**config.mk**
```make
export PLATFORM = sky130hd
export DESIGN_NAME = bounce_game_ctrl
export DESIGN_NICKNAME = d
export VERILOG_FILES = /design/src/rtl/bounce_game_ctrl.sv
export SDC_FILE = /design/constraint.sdc
export NUM_CORES = 1
export LEC_CHECK = 0
export CORE_MARGIN = 2
export CORE_UTILIZATION = 48
export DETAILED_ROUTE_END_ITERATION = 16
export GPL_TIMING_DRIVEN = 0
export PLACE_DENSITY = 0.78
export SYNTH_ARGS = -nofsm -noshare
export SYNTH_HDL_FRONTEND = slang
export SYNTH_SLANG_ARGS = --single-unit
```
**constraint.sdc**
```tcl
create_clock -name clk -period 1.65 [get_ports clk]
set_input_delay 0.495 -clock clk [delete_from_list [all_inputs] [get_ports clk]]
set_output_delay 0.495 -clock clk [all_outputs]
set_load 0.05 [all_outputs]
```
**src/rtl/bounce_game_ctrl.sv**
```systemverilog
// Game-state and score keeper for the bounce-the-ball game: tracks the BCD score,
// remaining lives and the NEWGAME/PLAY/NEWBALL/OVER sequence, with registered outputs.
module bounce_game_ctrl #(
    parameter int INIT_BALLS   = 3,
    parameter int TIMER_FRAMES = 120
) (
    input  logic       clk,
    input  logic       reset,
    input  logic       btn_start,
    input  logic       btn_clr,
    input  logic       hit,
    input  logic       miss,
    input  logic       refr_tick,
    output logic [3:0] dig0,
    output logic [3:0] dig1,
    output logic [1:0] ball,
    output logic       play,
    output logic       over
);

    localparam logic [1:0] BALLS_INIT = 2'(INIT_BALLS);
    localparam logic [6:0] TIMER_INIT = 7'(TIMER_FRAMES);

    typedef enum logic [1:0] {
        NEWGAME = 2'd0,
        PLAY    = 2'd1,
        NEWBALL = 2'd2,
        OVER    = 2'd3
    } state_t;

    state_t     state_q, state_d;
    logic [3:0] dig0_q, dig0_d;
    logic [3:0] dig1_q, dig1_d;
    logic [1:0] ball_q, ball_d;
    logic [6:0] timer_q, timer_d;
    logic       play_q, play_d;
    logic       over_q, over_d;

    always_ff @(posedge clk or posedge reset) begin
        if (reset) begin
            state_q <= NEWGAME;
            dig0_q  <= 4'd0;
            dig1_q  <= 4'd0;
            ball_q  <= BALLS_INIT;
            timer_q <= 7'd0;
            play_q  <= 1'b0;
            over_q  <= 1'b0;
        end else begin
            state_q <= state_d;
            dig0_q  <= dig0_d;
            dig1_q  <= dig1_d;
            ball_q  <= ball_d;
            timer_q <= timer_d;
            play_q  <= play_d;
            over_q  <= over_d;
        end
    end

    always_comb begin
        state_d = state_q;
        dig0_d  = dig0_q;
        dig1_d  = dig1_q;
        ball_d  = ball_q;
        timer_d = timer_q;

        // btn_clr overrides everything, including a miss or start in the same cycle
        if (btn_clr) begin
            state_d = NEWGAME;
            dig0_d  = 4'd0;
            dig1_d  = 4'd0;
            ball_d  = BALLS_INIT;
            timer_d = 7'd0;
        end else begin
            case (state_q)
                NEWGAME: begin
                    dig0_d  = 4'd0;
                    dig1_d  = 4'd0;
                    ball_d  = BALLS_INIT;
                    timer_d = 7'd0;
                    if (btn_start) state_d = PLAY;
                end
                PLAY: begin
                    if (miss) begin
                        timer_d = TIMER_INIT;
                        if (ball_q > 2'd1) begin
                            ball_d  = ball_q - 2'd1;
                            state_d = NEWBALL;
                        end else begin
                            ball_d  = 2'd0;
                            state_d = OVER;
                        end
                    end else if (hit) begin
                        if (dig0_q == 4'd9) begin
                            dig0_d = 4'd0;
                            dig1_d = (dig1_q == 4'd9) ? 4'd0 : dig1_q + 4'd1;
                        end else begin
                            dig0_d = dig0_q + 4'd1;
                        end
                    end
                end
                NEWBALL: begin
                    if (timer_q == 7'd0) begin
                        if (btn_start) state_d = PLAY;
                    end else if (refr_tick) begin
                        timer_d = timer_q - 7'd1;
                    end
                end
                OVER: begin
                    // Score stays visible until the timer runs out, then a fresh game is loaded
                    if (timer_q == 7'd0) begin
                        state_d = NEWGAME;
                        dig0_d  = 4'd0;
                        dig1_d  = 4'd0;
                        ball_d  = BALLS_INIT;
                    end else if (refr_tick) begin
                        timer_d = timer_q - 7'd1;
                    end
                end
                default: state_d = NEWGAME;
            endcase
        end

        play_d = (state_d == PLAY);
        over_d = (state_d == OVER);
    end

    assign dig0 = dig0_q;
    assign dig1 = dig1_q;
    assign ball = ball_q;
    assign play = play_q;
    assign over = over_q;

endmodule

```
==> metrics.txt, run 1 <==
# TYPE chip_impl_metric gauge
chip_impl_metric{name="worstHoldPathCells",unit=""} 1
chip_impl_info{name="unrepaired_setup_endpoints_after_global_routing",value="yes"} 1
chip_impl_metric{name="synth_cells",unit=""} 138
chip_impl_metric{name="initial_core_util",unit="%"} 50.1
chip_impl_metric{name="cts-buffers-inserted",unit=""} 3
chip_impl_metric{name="io_pins",unit=""} 19
chip_impl_metric{name="drc",unit=""} 0
chip_impl_info{name="hold_class",value="flip-flop to flip-flop"} 1
chip_impl_metric{name="total_power",unit="mW"} 1.19
chip_impl_metric{name="worst_r2r_path_depth",unit=""} 8
chip_impl_metric{name="place.port_buffers",unit=""} 18
chip_impl_metric{name="drt-total-wl",unit="um"} 3370
chip_impl_metric{name="synth_top_area_share",unit="%"} 35.0
chip_impl_metric{name="synth-async-reset-ratio",unit="%"} 100
chip_impl_metric{name="cp.arrival",unit="ps"} 2040
chip_impl_info{name="top_post_synthesis_cells_by_area",value="dfrtp_1 (35%), ha_1 (5.5%), dfstp_2 (3.9%)"} 1
chip_impl_metric{name="grt_pass1_wl",unit="um"} 5300
chip_impl_info{name="endpoint_kind",value="flip-flop"} 1
chip_impl_metric{name="worst-path-max-fanout",unit=""} 4
chip_impl_metric{name="static-leakage-power",unit="nW"} 0.829
chip_impl_metric{name="num_antenna_cells",unit=""} 0
chip_impl_metric{name="drt_first_iter_violations",unit=""} 87
chip_impl_metric{name="fmax",unit="MHz"} 558
chip_impl_metric{name="area_growth_syn_to_layout",unit="%"} 38.2
chip_impl_metric{name="clock_insertion_delay_worst_skew",unit="ps"} 310
chip_impl_metric{name="final-max-slew-violation-count",unit=""} 0
chip_impl_metric{name="cp.required",unit="ps"} 1900
chip_impl_metric{name="synth-edff-count",unit=""} 0
chip_impl_info{name="synthDominantAreaCellType",value="dfrtp_1"} 1
chip_impl_metric{name="initial_drt_pass_iterations",unit=""} 4
chip_impl_metric{name="synth_cell_type_count",unit=""} 56
chip_impl_metric{name="row_count",unit=""} 19
chip_impl_info{name="layout_commonest_cell",value="dfrtp_1"} 1
chip_impl_metric{name="tightestPinTransition",unit="ps"} 798
chip_impl_metric{name="synth_fp_nets",unit=""} 151
chip_impl_metric{name="route.detailed.wl_per_inst",unit="um"} 16.3
chip_impl_metric{name="syn_avg_cell_area",unit="um2"} 9.84
chip_impl_metric{name="worst_ir_drop_vdd",unit="mV"} 0.564
chip_impl_info{name="critical_path.startpoint_type",value="flip-flop"} 1
chip_impl_metric{name="max_slew_margin",unit="%"} 46.8
chip_impl_metric{name="die_width",unit="um"} 57.2
chip_impl_info{name="timing.setup.critical_path_class",value="flip-flop to flip-flop"} 1
chip_impl_metric{name="timing.final.ws_setup",unit="ps"} -142
chip_impl_info{name="most-common-layout-cells",value="dfrtp_1 (17), buf_4 (10), buf_6 (7), nor2_1 (7), inv_1 (7)"} 1
chip_impl_metric{name="finalSetupViolations",unit=""} 12
chip_impl_metric{name="pin_count_of_the_biggest_net_entering_global_routing",unit=""} 22
chip_impl_metric{name="synth-seq-area-share",unit="%"} 38.9
chip_impl_metric{name="antenna_violations_before_repair",unit=""} 0
chip_impl_metric{name="dp_hpwl",unit="um"} 2060
chip_impl_metric{name="ant_nets",unit=""} 0
chip_impl_metric{name="drv.max_cap_violation_count",unit=""} 0
chip_impl_metric{name="cts.clk_slew.worst_paths",unit="ps"} 120
chip_impl_metric{name="holdWs",unit="ps"} 548
chip_impl_metric{name="synth-seq-cells",unit=""} 21
chip_impl_metric{name="htree_num_levels",unit=""} 1
chip_impl_metric{name="via_count",unit=""} 1234
chip_impl_info{name="outcome",value="finished with violations"} 1
chip_impl_metric{name="grt_usage",unit="%"} 20.5
chip_impl_metric{name="floorplan.die_area",unit="um2"} 3270
chip_impl_metric{name="period_minus_slack",unit="ps"} 1790
chip_impl_metric{name="fp.dieH",unit="um"} 57.2
chip_impl_metric{name="finalHoldViolCount",unit=""} 0
chip_impl_metric{name="placeableCoreArea",unit="um2"} 2710
chip_impl_metric{name="cts.path.max_buffers",unit=""} 2
chip_impl_metric{name="tns",unit="ps"} -1040
chip_impl_metric{name="netlist_area_before_placement",unit="um2"} 1360
chip_impl_metric{name="grt_pass1_vias",unit=""} 1205
chip_impl_info{name="failed_checks",value="setup timing"} 1
chip_impl_info{name="cts_root_buffer",value="clkbuf_4"} 1
chip_impl_metric{name="numClockSinks",unit=""} 21
chip_impl_info{name="ys_dominant_reg_cell",value="dfrtp_1"} 1
chip_impl_metric{name="design.final.nets",unit=""} 189
chip_impl_metric{name="synthesis.yosys.warnings",unit=""} 0
chip_impl_metric{name="power_density_of_the_placed_cells",unit="nW/um2"} 636
chip_impl_metric{name="average_vias_per_placed_instance",unit=""} 5.99
chip_impl_metric{name="grt_remaining_overflow",unit=""} 0
chip_impl_metric{name="share_of_post_route_cells_with_drive_strength_above_1",unit="%"} 44.0
chip_impl_metric{name="final.setup_skew",unit="ps"} 9.93
chip_impl_info{name="cts_tree",value="yes"} 1
chip_impl_metric{name="gp_routability_congestion",unit=""} 0.823
chip_impl_metric{name="final_min_period_over_clock_period",unit="%"} 109
## what timing repair did
action                                  4_1_cts  5_1_grt
buffers inserted                             14        2
pin swaps                                     7        9
resized for setup                            59       35
hold buffers                                  0        0
endpoints found under the setup margin       29       29
## report_power, final
part / internal, mW / switching [mW] / leakage (nW) / total (mW)
combinational: 0.169 / 0.211 / 0.535 / 0.380
sequential: 0.534 / 0.0252 / 0.279 / 0.560
clock: 0.0943 / 0.159 / 0.0150 / 0.254
## cell families (layout without fill, tap and decap cells)
kind of cell	Yosys count	in the layout	synth area share [%]
flip-flops	21	21	38.9
AND/OR/NAND/NOR	40	40	18.6
adder cells (fa/ha/maj)	6	6	5.53
buffers and inverters	16	53	5.71
AO/OA/AOI/OAI	52	52	28.9
multiplexers	3	3	2.30
## routing by layer
metal,track usage [%],share of wire [%],wire [um],up-vias
met3,2.49,4.6,156,5
met5,0,0,0,-
li1,-,-,-,590
met2,35.5,50,1690,43
met1,25.9,44,1480,596
met4,8.64,1.1,38,0
## registers in the layout, summed over array words and instances, names as in the netlist
signal and flops:
over 1, play 1, dig0 4, dig1 4
state_q 2, timer_q 7, ball 2
## Yosys cell counts, types with 3 or more instances
cell type / instances
nor2_1: 8
a21oi_1: 7
ha_1: 6
inv_1: 10
o211ai_1: 3
a31oi_1: 3
dfrtp_1: 19
clkbuf_1: 3
nand2_1: 7
o31ai_1: 4
nand3_1: 3
or3_1: 3
o21ai_0: 8
## final timing paths
kind / start / to / slack (ps)
max reg2reg: timer_q[1]$_DFFE_PP0P_ / timer_q[6]$_DFFE_PP0P_ / -140
max in group asynchronous: reset / dig0[1]$_DFFE_PP0P_ / 490
min reg2reg: dig0[0]$_DFFE_PP0P_ / dig0[0]$_DFFE_PP0P_ / 550
min: dig0[0]$_DFFE_PP0P_ / dig0[0]$_DFFE_PP0P_ / 550
min in group asynchronous: reset / dig1[3]$_DFFE_PP0P_ / 620
max: timer_q[1]$_DFFE_PP0P_ / timer_q[6]$_DFFE_PP0P_ / -140
## worst max-delay path, cell delays in order (launching register included)
cell and delay [ps]:
dfrtp_1 420, inv_2 90, ha_4 130, nor3b_4 230, buf_6 150, buf_6 100, nand2_4 50, a311oi_4 340
a221o_1 210
## per-stage QoR
stage / area [um2] / utilization, % / setup WS (ps) / cells
floorplan: 1380 / - / -108 / 138
global placement: 1600 / 59.0 / -565 / 187
detailed placement: 1600 / 59.0 / -621 / 187
CTS: 1810 / 66.8 / -94.7 / 204
global route: 1880 / 69.3 / -183 / 206
finish: 1880 / 69.3 / -142 / 206
## layout make-up
| class | count | area (um2) |
|---|---|---|
| buffer | 5 | 38.8 |
| clock buffer | 4 | 26.3 |
| fill | 198 | 833 |
| inverter | 10 | 37.5 |
| multi-input combinational | 101 | 922 |
| sequential | 21 | 531 |
| tap | 31 | 38.8 |
| timing repair buffer | 34 | 283 |
Note: power is estimated with default switching activity, not from simulation.
==> inputs of run 2 (changes only) <==
- CORE_UTILIZATION: 48 -> 55
- PLACE_DENSITY: 0.78 -> not set
- PLACE_DENSITY_LB_ADDON: not set -> 0.08
- clock period: 1.65 -> 2.2 ns (I/O delays scaled with it)
==> run 2 against run 1 <==
Effect of this change: the flow now finishes without violations; setup slack better by 210 ps; utilization fell by 2.3 points; via count shrank 3.7%; wire length shrank 11%; register-to-register slack better by 400 ps; clock power shrank 23%; sequential cell count is the same; die area is 12% lower; clock skew is 3.9 ps higher; sequential share of layout area increased by 4.4 points; critical path depth decreased by 7; critical endpoint is now over; largest cell class unchanged.
==> metrics.txt, run 2 (same netlist as run 1, synthesis figures left out) <==
# TYPE chip_impl_metric gauge
chip_impl_info{name="outcome",value="finished clean"} 1
chip_impl_metric{name="area_growth_syn_to_layout",unit="%"} 18.9
chip_impl_metric{name="cts.hold.buffers_added",unit=""} 0
chip_impl_metric{name="via_count",unit=""} 1188
chip_impl_metric{name="final-max-slew-violation-count",unit=""} 0
chip_impl_metric{name="drc",unit=""} 0
chip_impl_metric{name="final.setup_skew",unit="ps"} 13.9
chip_impl_metric{name="grt_remaining_overflow",unit=""} 0
chip_impl_metric{name="grt_pass1_wl",unit="um"} 4910
chip_impl_info{name="hold_class",value="flip-flop to flip-flop"} 1
chip_impl_info{name="path_cells",value="clkdlybuf4s50_1"} 1
chip_impl_info{name="launch_point_of_the_critical_path",value="over$_DFF_PP0_"} 1
chip_impl_info{name="grt_most_used_layer",value="met2"} 1
chip_impl_metric{name="route.detailed.wl_per_inst",unit="um"} 15.6
chip_impl_metric{name="grt_pass1_vias",unit=""} 1091
chip_impl_metric{name="placeableCoreArea",unit="um2"} 2410
chip_impl_metric{name="drt-total-wl",unit="um"} 2990
chip_impl_metric{name="share_of_post_route_cells_with_drive_strength_above_1",unit="%"} 16.7
chip_impl_metric{name="static-leakage-power",unit="nW"} 0.755
chip_impl_info{name="most-common-layout-cells",value="dfrtp_1 (19), inv_1 (10), dlygate4sd2_1 (10)"} 1
chip_impl_metric{name="tns",unit="ps"} 0
chip_impl_info{name="endpoint_kind",value="output pin"} 1
chip_impl_metric{name="tightestPinTransition",unit="ps"} 808
chip_impl_metric{name="worst-path-max-fanout",unit=""} 1
chip_impl_metric{name="die_width",unit="um"} 53.7
chip_impl_metric{name="gr-usage-met2",unit="%"} 42.1
chip_impl_info{name="critical_path.startpoint_type",value="flip-flop"} 1
chip_impl_metric{name="finalSetupViolations",unit=""} 0
chip_impl_metric{name="power_density_of_the_placed_cells",unit="nW/um2"} 499
chip_impl_info{name="layout_commonest_cell",value="dfrtp_1"} 1
chip_impl_metric{name="num_antenna_cells",unit=""} 0
chip_impl_metric{name="worst_r2r_path_depth",unit=""} 7
chip_impl_metric{name="cp.arrival",unit="ps"} 1470
chip_impl_metric{name="gp_routability_congestion",unit=""} 0.846
chip_impl_metric{name="dp_hpwl",unit="um"} 2180
chip_impl_metric{name="numClockSinks",unit=""} 21
chip_impl_metric{name="worstHoldPathCells",unit=""} 1
chip_impl_info{name="largest-register",value="timer_q"} 1
chip_impl_metric{name="antenna_violations_before_repair",unit=""} 0
chip_impl_metric{name="grt_usage",unit="%"} 23.3
chip_impl_metric{name="finalHoldViolCount",unit=""} 0
chip_impl_info{name="timing.setup.critical_path_class",value="flip-flop to output pin"} 1
chip_impl_metric{name="cp_slowest_stage_delay",unit="ps"} 790
chip_impl_metric{name="design.final.nets",unit=""} 176
chip_impl_metric{name="io_pins",unit=""} 19
chip_impl_metric{name="cts.clk_slew.worst_paths",unit="ps"} 130
chip_impl_metric{name="initial_drt_pass_iterations",unit=""} 4
chip_impl_metric{name="floorplan.die_area",unit="um2"} 2880
chip_impl_info{name="worst_path_max_delay_cell",value="clkdlybuf4s50_1"} 1
chip_impl_metric{name="crit_buf_inv",unit=""} 1
chip_impl_metric{name="clock_insertion_delay_worst_skew",unit="ps"} 320
chip_impl_info{name="r2r_start",value="timer_q[0]$_DFFE_PP0P_"} 1
chip_impl_metric{name="timing.critical_path.depth",unit=""} 1
chip_impl_metric{name="r2r_slack",unit="ps"} 260
chip_impl_info{name="crit_family",value="buffers and inverters"} 1
chip_impl_metric{name="htree_num_levels",unit=""} 1
chip_impl_metric{name="cp.required",unit="ps"} 1540
chip_impl_metric{name="fillCellCount",unit=""} 205
chip_impl_info{name="cts_tree",value="yes"} 1
chip_impl_metric{name="fmax",unit="MHz"} 469
chip_impl_metric{name="cts-buffers-inserted",unit=""} 3
chip_impl_info{name="hold_start",value="dig1[2]$_DFFE_PP0P_"} 1
chip_impl_metric{name="fp.dieH",unit="um"} 53.7
chip_impl_metric{name="use_met3",unit="%"} 4.44
chip_impl_metric{name="final_core_util",unit="%"} 67.0
chip_impl_metric{name="period_minus_slack",unit="ps"} 2130
chip_impl_metric{name="drv.max_cap_violation_count",unit=""} 0
chip_impl_metric{name="largest_register_ffs",unit=""} 7
chip_impl_metric{name="pin_count_of_the_biggest_net_entering_global_routing",unit=""} 22
chip_impl_metric{name="max_slew_margin",unit="%"} 46.1
chip_impl_metric{name="ant_nets",unit=""} 0
chip_impl_metric{name="final_min_period_over_clock_period",unit="%"} 96.9
chip_impl_metric{name="place.port_buffers",unit=""} 18
chip_impl_metric{name="grtUsageMet1",unit="%"} 28.0
chip_impl_metric{name="initial_core_util",unit="%"} 56.3
chip_impl_metric{name="drt_first_iter_violations",unit=""} 39
chip_impl_info{name="cts_root_buffer",value="clkbuf_4"} 1
chip_impl_metric{name="row_count",unit=""} 18
chip_impl_metric{name="worst_ir_drop_vdd",unit="mV"} 0.327
chip_impl_info{name="unrepaired_setup_endpoints_after_global_routing",value="no"} 1
chip_impl_metric{name="average_vias_per_placed_instance",unit=""} 6.19
chip_impl_metric{name="cts.path.max_buffers",unit=""} 2
## run 2: power by group
group	leakage (nW)	switching (mW)	internal (mW)
combinational	0.455	0.115	0.0757
clock	0.0177	0.128	0.0681
sequential	0.282	0.0177	0.401
total	0.755	0.260	0.545
## run 2: metrics by stage
step                setup WS (ps)  instances  power (mW)  area (um2)  hold slack (ps)
floorplan                     366        138       0.554        1360              565
global placement             -301        186       0.603        1580              532
detailed placement           -323        186       0.609        1580              549
CTS                          24.4        190       0.796        1590              563
global route                 26.0        192       0.844        1610              596
finish                       67.3        192       0.805        1610              573
## run 2: repair_timing
action | 4_1_cts | 5_1_grt
setup endpoints to repair | 10 | 4
resized for setup | 10 | 2
buffers inserted | 0 | 2
## run 2: final cells by class
type / count / area [um2] / area share [%]
Buffer: 6 / 40.0 / 2.48
Clock buffer: 3 / 22.5 / 1.40
Clock inverter: 1 / 5.00 / 0.310
Inverter: 10 / 37.5 / 2.33
Multi-Input combinational cell: 101 / 761 / 47.1
Sequential cell: 21 / 528 / 32.7
Tap cell: 30 / 37.5 / 2.33
Timing Repair Buffer: 20 / 183 / 11.3
## run 2: path summary, 6_finish.rpt
kind | to
worst max-delay path | over
worst min-delay path | dig1[2]$_DFFE_PP0P_
worst max register to register | dig1[2]$_DFFE_PP0P_
worst min register to register | dig1[2]$_DFFE_PP0P_
max in group asynchronous | timer_q[5]$_DFFE_PP0P_
min in group asynchronous | dig1[2]$_DFFE_PP0P_
## run 2: layer usage
layer / vias to the layer above / wire length (um)
met4: 0 / 50
met1: 575 / 1350
li1: 573 / -
met2: 34 / 1500
met3: 6 / 91
met5: - / 0
